==> config.mk <==
export PLATFORM = sky130hd
export DESIGN_NAME = ps_rr_arbiter_flat
export DESIGN_NICKNAME = d
export VERILOG_FILES = /design/src/rtl/ps_rr_arbiter_pkg.sv /design/src/rtl/ps_rr_arbiter_if.sv /design/src/rtl/ps_rr_arbiter_pick.sv /design/src/rtl/ps_rr_arbiter.sv /design/src/flat_wrapper.sv
export SDC_FILE = /design/constraint.sdc
export NUM_CORES = 1
export LEC_CHECK = 0
export BUFFER_PORTS_ARGS = -buffer_cell sky130_fd_sc_hd__buf_2
export CORE_AREA = 2 2 52 54
export CTS_BUF_LIST = sky130_fd_sc_hd__clkbuf_16
export DETAILED_ROUTE_END_ITERATION = 8
export DIE_AREA = 0 0 54 56
export PLACE_DENSITY = 0.79
export SETUP_SLACK_MARGIN = 0.1
export SYNTH_ARGS = -nofsm -noshare
export SYNTH_HDL_FRONTEND = slang
export SYNTH_SLANG_ARGS = --single-unit
==> constraint.sdc <==
create_clock -name clk -period 3.1 [get_ports clk]
set_input_delay 0.465 -clock clk [delete_from_list [all_inputs] [get_ports clk]]
set_output_delay 0.465 -clock clk [all_outputs]
set_load 0.05 [all_outputs]
==> src/rtl/ps_rr_arbiter_pkg.sv <==
// ps_arb_pkg: shared types and helpers for the packet-stream round-robin arbiter.
//   ps_arb_state_t : arbiter FSM state (IDLE = no grant, BUSY = grant locked to a packet)
//   clog2_min1     : index width for n channels, never less than 1 bit
package ps_arb_pkg;

  typedef enum logic {ST_IDLE, ST_BUSY} ps_arb_state_t;

  // ceil(log2(n)), clamped to 1 so a single-channel build still has a 1-bit index
  function automatic int clog2_min1(input int n);
    int r;
    int v;
    r = 0;
    v = n - 1;
    while (v > 0) begin
      r++;
      v = v >> 1;
    end
    return (r < 1) ? 1 : r;
  endfunction

endpackage

==> src/rtl/ps_rr_arbiter_if.sv <==
// ps_rr_arbiter_if: NCH inbound PacketStreams plus one outbound PacketStream.
//   i_dat/i_val/i_eop/i_rdy : inbound channels, channel k data at [k*DWIDTH +: DWIDTH]
//   o_dat/o_val/o_eop/o_rdy : shared outbound stream
//   o_chan                  : channel currently owning the outbound stream
// Modports:
//   master : environment side (drives inbound beats and outbound ready)
//   slave  : arbiter side
interface ps_rr_arbiter_if
  import ps_arb_pkg::*;
#(
  parameter int DWIDTH = 8,
  parameter int NCH    = 4
);
  localparam int CWIDTH = clog2_min1(NCH);

  logic [NCH*DWIDTH-1:0] i_dat;
  logic [NCH-1:0]        i_val;
  logic [NCH-1:0]        i_eop;
  logic [NCH-1:0]        i_rdy;
  logic [DWIDTH-1:0]     o_dat;
  logic                  o_val;
  logic                  o_eop;
  logic                  o_rdy;
  logic [CWIDTH-1:0]     o_chan;

  modport master (
    output i_dat, i_val, i_eop, o_rdy,
    input  i_rdy, o_dat, o_val, o_eop, o_chan
  );

  modport slave (
    input  i_dat, i_val, i_eop, o_rdy,
    output i_rdy, o_dat, o_val, o_eop, o_chan
  );

endinterface

==> src/rtl/ps_rr_arbiter_pick.sv <==
// ps_rr_pick: combinational round-robin picker.
//   i_req : request vector
//   i_ptr : search start index (must be < N)
//   o_hit : any request set
//   o_idx : first set request at or after i_ptr, wrapping N-1 -> 0
module ps_rr_pick
  import ps_arb_pkg::*;
#(
  parameter  int N  = 4,
  localparam int CW = clog2_min1(N)
) (
  input  logic [N-1:0]  i_req,
  input  logic [CW-1:0] i_ptr,
  output logic          o_hit,
  output logic [CW-1:0] o_idx
);

  logic [CW:0] w_c;

  // Scan offsets from farthest to nearest so the nearest set bit is written last and wins.
  always_comb begin
    o_hit = 1'b0;
    o_idx = '0;
    w_c   = '0;
    for (int i = N - 1; i >= 0; i--) begin
      w_c = {1'b0, i_ptr} + (CW+1)'(i);
      if (w_c >= (CW+1)'(N)) w_c = w_c - (CW+1)'(N);
      if (i_req[w_c[CW-1:0]]) begin
        o_hit = 1'b1;
        o_idx = w_c[CW-1:0];
      end
    end
  end

endmodule

==> src/rtl/ps_rr_arbiter.sv <==
// ps_rr_arbiter: round-robin arbiter/mux sharing one outbound PacketStream among NCH inputs.
// Grant is locked from the first beat of a packet to its accepted eop; o_chan carries the
// owner for the whole packet.
//   clk, reset : clock, asynchronous active-high reset
//   bus        : ps_rr_arbiter_if.slave (inbound channels, outbound stream, o_chan)
module ps_rr_arbiter
  import ps_arb_pkg::*;
#(
  parameter int DWIDTH = 8,
  parameter int NCH    = 4
) (
  input  logic           clk,
  input  logic           reset,
  ps_rr_arbiter_if.slave bus
);

  localparam int CWIDTH = clog2_min1(NCH);

  ps_arb_state_t            r_state, w_state_nxt;
  logic [CWIDTH-1:0]        r_grant, w_grant_nxt;
  logic [CWIDTH-1:0]        r_ptr,   w_ptr_nxt;

  logic [NCH-1:0][DWIDTH-1:0] w_dat;
  logic                       w_g_val, w_g_eop;
  logic [CWIDTH-1:0]          w_gp1;
  logic [NCH-1:0]             w_sw_req;
  logic                       w_idle_hit, w_sw_hit;
  logic [CWIDTH-1:0]          w_idle_idx, w_sw_idx;

  assign w_dat   = bus.i_dat;
  assign w_g_val = bus.i_val[r_grant];
  assign w_g_eop = bus.i_eop[r_grant];
  assign w_gp1   = (r_grant == CWIDTH'(NCH - 1)) ? '0 : r_grant + CWIDTH'(1);
  // Switch-over excludes the finishing channel so a lone streamer cannot starve the bubble rule.
  assign w_sw_req = bus.i_val & ~(NCH'(1) << r_grant);

  ps_rr_pick #(.N(NCH)) u_pick_idle (
    .i_req (bus.i_val),
    .i_ptr (r_ptr),
    .o_hit (w_idle_hit),
    .o_idx (w_idle_idx)
  );

  ps_rr_pick #(.N(NCH)) u_pick_sw (
    .i_req (w_sw_req),
    .i_ptr (w_gp1),
    .o_hit (w_sw_hit),
    .o_idx (w_sw_idx)
  );

  always_ff @(posedge clk or posedge reset) begin
    if (reset) begin
      r_state <= ST_IDLE;
      r_grant <= '0;
      r_ptr   <= '0;
    end else begin
      r_state <= w_state_nxt;
      r_grant <= w_grant_nxt;
      r_ptr   <= w_ptr_nxt;
    end
  end

  // o_val depends only on state and the granted i_val; o_rdy only steers i_rdy and next state.
  always_comb begin
    w_state_nxt = r_state;
    w_grant_nxt = r_grant;
    w_ptr_nxt   = r_ptr;
    bus.o_val   = 1'b0;
    bus.o_eop   = bus.i_eop[0];
    bus.o_dat   = w_dat[0];
    bus.o_chan  = r_grant;
    bus.i_rdy   = '0;
    case (r_state)
      ST_IDLE: begin
        if (w_idle_hit) begin
          w_state_nxt = ST_BUSY;
          w_grant_nxt = w_idle_idx;
        end
      end
      ST_BUSY: begin
        bus.o_val          = w_g_val;
        bus.o_eop          = w_g_eop;
        bus.o_dat          = w_dat[r_grant];
        bus.i_rdy[r_grant] = bus.o_rdy;
        if (w_g_val && bus.o_rdy && w_g_eop) begin
          w_ptr_nxt = w_gp1;
          if (w_sw_hit) w_grant_nxt = w_sw_idx;
          else          w_state_nxt = ST_IDLE;
        end
      end
      default: w_state_nxt = ST_IDLE;
    endcase
  end

endmodule

==> src/flat_wrapper.sv <==
// flat-port wrapper written by rule: the top's interface ports become plain ports
module ps_rr_arbiter_flat import ps_arb_pkg::*;
#(
  parameter int DWIDTH = 8,
  parameter int NCH    = 4
)
  (clk, reset, bus_i_dat, bus_i_val, bus_i_eop, bus_o_rdy, bus_i_rdy, bus_o_dat, bus_o_val, bus_o_eop, bus_o_chan);
  ps_rr_arbiter_if #(.DWIDTH(DWIDTH), .NCH(NCH)) bus_i ();
  input  logic clk;
  input  logic reset;
  input wire logic [$bits(bus_i.i_dat)-1:0] bus_i_dat;
  input wire logic [$bits(bus_i.i_val)-1:0] bus_i_val;
  input wire logic [$bits(bus_i.i_eop)-1:0] bus_i_eop;
  input wire logic [$bits(bus_i.o_rdy)-1:0] bus_o_rdy;
  output wire logic [$bits(bus_i.i_rdy)-1:0] bus_i_rdy;
  output wire logic [$bits(bus_i.o_dat)-1:0] bus_o_dat;
  output wire logic [$bits(bus_i.o_val)-1:0] bus_o_val;
  output wire logic [$bits(bus_i.o_eop)-1:0] bus_o_eop;
  output wire logic [$bits(bus_i.o_chan)-1:0] bus_o_chan;
  assign bus_i.i_dat = bus_i_dat;
  assign bus_i.i_val = bus_i_val;
  assign bus_i.i_eop = bus_i_eop;
  assign bus_i.o_rdy = bus_o_rdy;
  assign bus_i_rdy = bus_i.i_rdy;
  assign bus_o_dat = bus_i.o_dat;
  assign bus_o_val = bus_i.o_val;
  assign bus_o_eop = bus_i.o_eop;
  assign bus_o_chan = bus_i.o_chan;
  ps_rr_arbiter #(.DWIDTH(DWIDTH), .NCH(NCH)) u_core (.clk(clk), .reset(reset), .bus(bus_i));
endmodule
==> results_dict.tcl, run 1 <==
set metrics [dict create \
    cts-root-buf "clkbuf_16" \
    startpoint "u_core.bus.o_chan[0]" \
    synth_seq_cells 5 \
    worst_setup_path_end_kind "output port" \
    grt_max_degree 25 \
    p_per_area_nw_per_um2 1120 \
    ff2ff_setup_slack_ns 0.90 \
    final_max_slew_viol_count 0 \
    postSynthCellCount 136 \
    start_kind "flop" \
    dr.pass1.iters 4 \
    total_power_mw 1.59 \
    fp.coreArea_um2 2430 \
    fin_nets 238 \
    cts_hold_buffers 0 \
    drt-total-wl_um 3360 \
    place_area_um2 1350 \
    hold_viol_final 0 \
    async_flop_share 1.00 \
    yosysWarnings 0 \
    tritoncts "yes" \
    grt_pass1_wl_um 5110 \
    worstReg2RegStart "u_core.bus.o_chan[0]" \
    relSlewSlack 0.728 \
    drtIter0Drc 38 \
    drive_above_1_share 0.432 \
    ios 59 \
    synth_area_um2 1050 \
    critical_path_class "reg2out" \
    dp_slack_ns 0.925 \
    synth_ff_type "dfrtp_1" \
    fin_area_um2 1430 \
    die_h_um 56 \
    critical_path_required_ns 2.63 \
    cts_setup_buffers 0 \
    worst_pin_slew_ns 0.407 \
    synth_top_area_cell "dfrtp_1" \
    outcome "finished clean" \
    synth.avg_cell_area_um2 7.75 \
    antenna_cells 0 \
    grt_pass1_vias 1212 \
    worstPathMaxFanout 19 \
    setup_viol 0 \
    rows 18 \
    drc 0 \
    h-tree-depth 1 \
    wire_per_inst_um 15.3 \
    ys_types 49 \
    rr_endpoint "u_core.bus.o_chan[0]" \
    cts_made_buffers 3 \
    synth.top_cells.by_area "dfrtp_1 12%, mux2_2 9.6%, o21ai_0 5.7%, o22ai_1 5.3%, nand3b_1 5.0%" \
    synthesis.nets 183 \
    postRouteAntennaNets 0 \
    yosys-top-cells-count "12 x o21ai_0, 9 x a21oi_1, 9 x mux2_2, 9 x o22ai_1" \
    clock-sinks 5 \
    synth_top_area_share 0.119 \
    yosysMostFrequentCell "o21ai_0" \
    fin_ws_ns 0.737 \
    worstPathArrival_ns 1.90 \
    clk_pin_slew_ns 0.03 \
    place.port_buffers 58 \
    track_usage 0.217 \
    period_needed_ns 2.36 \
    die-area_um2 3020 \
    p_leak_nw 0.684 \
    place_inst 216 \
    synth_edf_count 0 \
    ir_worst_vdd_mv 1.05 \
    fin_hold_ws_ns 0.139 \
    reg2regPathDepth 7 \
    cap_violations 0 \
    post-route-period-util 0.762 \
    area_growth_pct 35.4 \
    detailroute.via_count 1304 \
    tns_ns 0 \
    start_util 0.433 \
    rsz0062_at_grt "false" \
    die_w_um 54 \
    clockBufferDepth 2 \
    routabilityCongestion 0.861 \
    hp-class "in2async" \
    max_freq_ghz 0.423 \
    insertion_delay_ns 0.23 \
    clock_skew_ns 0.00284 \
    cts_resized 0 \
    antenna_found_initial 0 \
    hpwl_um 2520 \
    fin_util 0.586 \
    yosysSeqAreaShare 0.119 \
    grt-ovfl-total 0 \
    viasPerCell 5.93 \
    instances_no_fill 220 \
]
[layout by cell type, fill, tap and decap left out, types with 3 or more instances in the layout]
| cell type | synthesis | final |
|---|---|---|
| and3_1 | 4 | 4 |
| a21oi_1 | 9 | 9 |
| nand3b_1 | 7 | 7 |
| buf_4 | 0 | 4 |
| o21ai_0 | 12 | 12 |
| dfrtp_1 | 5 | 5 |
| clkbuf_16 | 0 | 3 |
| nand2b_1 | 4 | 4 |
| a31oi_1 | 4 | 4 |
| buf_2 | 3 | 58 |
| ha_1 | 4 | 4 |
| inv_1 | 8 | 9 |
| o22ai_1 | 9 | 9 |
| nand2_1 | 8 | 8 |
| mux2_2 | 9 | 9 |
[registers in the layout, summed over array words and instances, names as in the netlist]
signal	count
u_core.bus.o_chan	2
u_core.r_ptr	2
u_core.r_state	1
[kinds of logic after synthesis]
group	Yosys count	synth area share
multiplexers	13	0.163
flip-flops	5	0.119
AO/OA/AOI/OAI	51	0.317
adder cells (fa/ha/maj)	4	0.0475
buffers and inverters	21	0.0926
AND/OR/NAND/NOR	42	0.261
[where the power goes]
group / internal [mW] / switching (mW)
logic: 0.417 / 0.833
clock network: 0.167 / 0.0412
registers: 0.0921 / 0.0434
total: 0.676 / 0.918
[worst max-delay path, cell delays in order, from the launching register on]
cell and delay (ns):
dfrtp_1 0.46, buf_4 0.28, mux4_2 0.54, and2_1 0.18
buf_2 0.21
[final cells by class]
type	count	area, um2
Inverter	9	33.8
Tap cell	30	37.5
Clock buffer	3	75.1
Sequential cell	5	125
Timing Repair Buffer	62	320
Clock inverter	1	3.75
Fill cell	216	1010
Multi-Input combinational cell	110	831
[how the worst max path moves through the flow]
stage                                end  slack [ns]
floorplan                   bus_o_dat[4]        0.30
detailed placement  u_core.bus.o_chan[0]        0.92
CTS                            bus_o_val        0.74
finish                         bus_o_val        0.74
global route                   bus_o_val        0.68
global placement               bus_o_val        1.04
[metal layers]
layer,routed length (um),vias to the layer above,GRT usage
met5,0,-,0
met4,42,0,0.0536
met3,310,8,0.0565
met2,1710,68,0.401
met1,1300,600,0.233
li1,-,628,-
Note: power is estimated with default switching activity, not from simulation.
==> inputs of run 2 (changes only) <==
- clock period: 3.1 -> 2.19 ns (I/O delays scaled with it)
==> run 2 against run 1 <==
Effect of this change:
- sequential share of layout area decreased by 0.23 points
- non-clock buffer count increased by 3
- global-route usage rose by 0.58 points
- sequential power increased by 38%
- largest cell class unchanged
- critical path type unchanged
- critical endpoint unchanged
- highest routed layer unchanged
==> results_dict.tcl, run 2 (same netlist as run 1, synthesis figures left out) <==
set metrics [dict create \
    worstPathArrival_ns 1.74 \
    final_common_cell "buf_2" \
    hold_viol_final 0 \
    die_h_um 56 \
    total_power_mw 2.40 \
    crit_chain "buf_4, mux4_2, and2_1, buf_2" \
    multi_input_area_um2 866 \
    clock-sinks 5 \
    die_w_um 54 \
    outcome "finished clean" \
    start_util 0.433 \
    final_max_slew_viol_count 0 \
    hp-class "in2reg" \
    layout.area.seq_um2 129 \
    h-tree-depth 1 \
    worstPathMaxFanout 18 \
    p_comb_frac 0.799 \
    grt_pass1_vias 1163 \
    swShare 0.560 \
    clock_skew_ns 0.00110 \
    seqPwrFrac 0.078 \
    dr.pass1.iters 4 \
    drc 0 \
    worst_setup_path_end_kind "output port" \
    fin_nets 241 \
    p_int_mw 1.06 \
    cts-root-buf "clkbuf_16" \
    cts_made_buffers 3 \
    grt_pass1_wl_um 5130 \
    fill_cells 213 \
    tritoncts "yes" \
    antenna_found_initial 0 \
    rsz0062_at_grt "true" \
    place_area_um2 1400 \
    clockBufferDepth 2 \
    relSlewSlack 0.785 \
    crit_family "multiplexers" \
    drtIter0Drc 36 \
    wire_per_inst_um 15.0 \
    hpwl_um 2530 \
    period_needed_ns 2.07 \
    routabilityCongestion 0.927 \
    grt_max_degree 27 \
    track_usage 0.223 \
    fin_area_um2 1510 \
    p_per_area_nw_per_um2 1590 \
    max_freq_ghz 0.484 \
    post-route-period-util 0.943 \
    cpPeakStageDelay_ns 0.54 \
    ir_worst_vdd_mv 1.24 \
    final_cell_mix "57 x buf_2, 12 x o21ai_0, 9 x o22ai_1, 9 x mux2_2" \
    grt-ovfl-total 0 \
    worst_pin_slew_ns 0.318 \
    drt-total-wl_um 3350 \
    cap_violations 0 \
    insertion_delay_ns 0.23 \
    ios 59 \
    power.share.clock 0.123 \
    critical_path_required_ns 1.86 \
    clk_pin_slew_ns 0.03 \
    start_kind "flop" \
    setup_viol 0 \
    fp.coreArea_um2 2430 \
    detailroute.via_count 1276 \
    area_growth_pct 43.2 \
    critical_path_class "reg2out" \
    rows 18 \
    path_buf_inv 2 \
    p_leak_nw 0.698 \
    antenna_cells 0 \
    place.port_buffers 58 \
    p_switching_mw 1.34 \
    die-area_um2 3020 \
    slowest_stage "mux4_2" \
    postRouteAntennaNets 0 \
    viasPerCell 5.72 \
    drive_above_1_share 0.497 \
]
-- run 2: power groups by stage --
stage,registers (mW),logic [mW],clock network (mW)
floorplan,0.245,1.48,0
global placement,0.195,1.80,0
detailed placement,0.203,1.85,0
CTS,0.183,1.91,0.299
global route,0.194,2.07,0.306
finish,0.188,1.92,0.295
-- run 2: metal layers --
layer,global-route usage,vias up,share of wire
met4,0.0714,0,0.013
li1,-,634,-
met3,0.0484,6,0.11
met2,0.394,69,0.49
met1,0.255,567,0.39
met5,0,-,0
-- run 2: worst paths after layout --
check,from,end,slack [ns],depth (start not counted)
worst max-delay path,u_core.bus.o_chan[0],bus_o_val,0.12,4
worst min-delay path,bus_o_rdy,u_core.r_state,0.46,3
worst max register to register,u_core.bus.o_chan[0],u_core.bus.o_chan[0],0.15,7
worst min register to register,u_core.r_ptr[0],u_core.r_ptr[0],0.57,1
max in group asynchronous,reset,u_core.r_state,1.46,3
min in group asynchronous,reset,u_core.bus.o_chan[1],0.54,3
-- run 2: layout make-up --
cell class	count	share of cell area
multi-input cells	110	0.574
clock buffers	3	0.0498
repair buffers	65	0.233
well taps	30	0.0249
flip-flops and latches	5	0.0854
clock inverters	1	0.00249
inverters	9	0.0307
-- run 2: worst reg2reg max path: stages, from the launching register on --
cell	delay, ns
dfrtp_2	0.41
buf_4	0.14
ha_2	0.25
nor2_2	0.15
o21ai_1	0.10
or4b_4	0.56
and3_4	0.20
a31oi_2	0.15
-- run 2: per-stage QoR --
stage                util  hold slack (ns)  instances  setup TNS (ns)  setup WS [ns]
global route        0.620            0.478        223               0         0.0486
CTS                 0.620            0.459        223               0         0.0527
global placement    0.575            0.226        216               0          0.172
finish              0.620            0.462        223               0          0.124
floorplan               -            0.107        136          -0.438        -0.0724
detailed placement  0.575            0.232        216               0          0.103
-- run 2: repair_timing --
action | CTS | global route
setup endpoints to repair | 3 | 5
endpoints found under the hold margin | 5 | 0
hold buffers | 1 | 0
gates resized for setup | 2 | 3
buffers inserted | 2 | 0
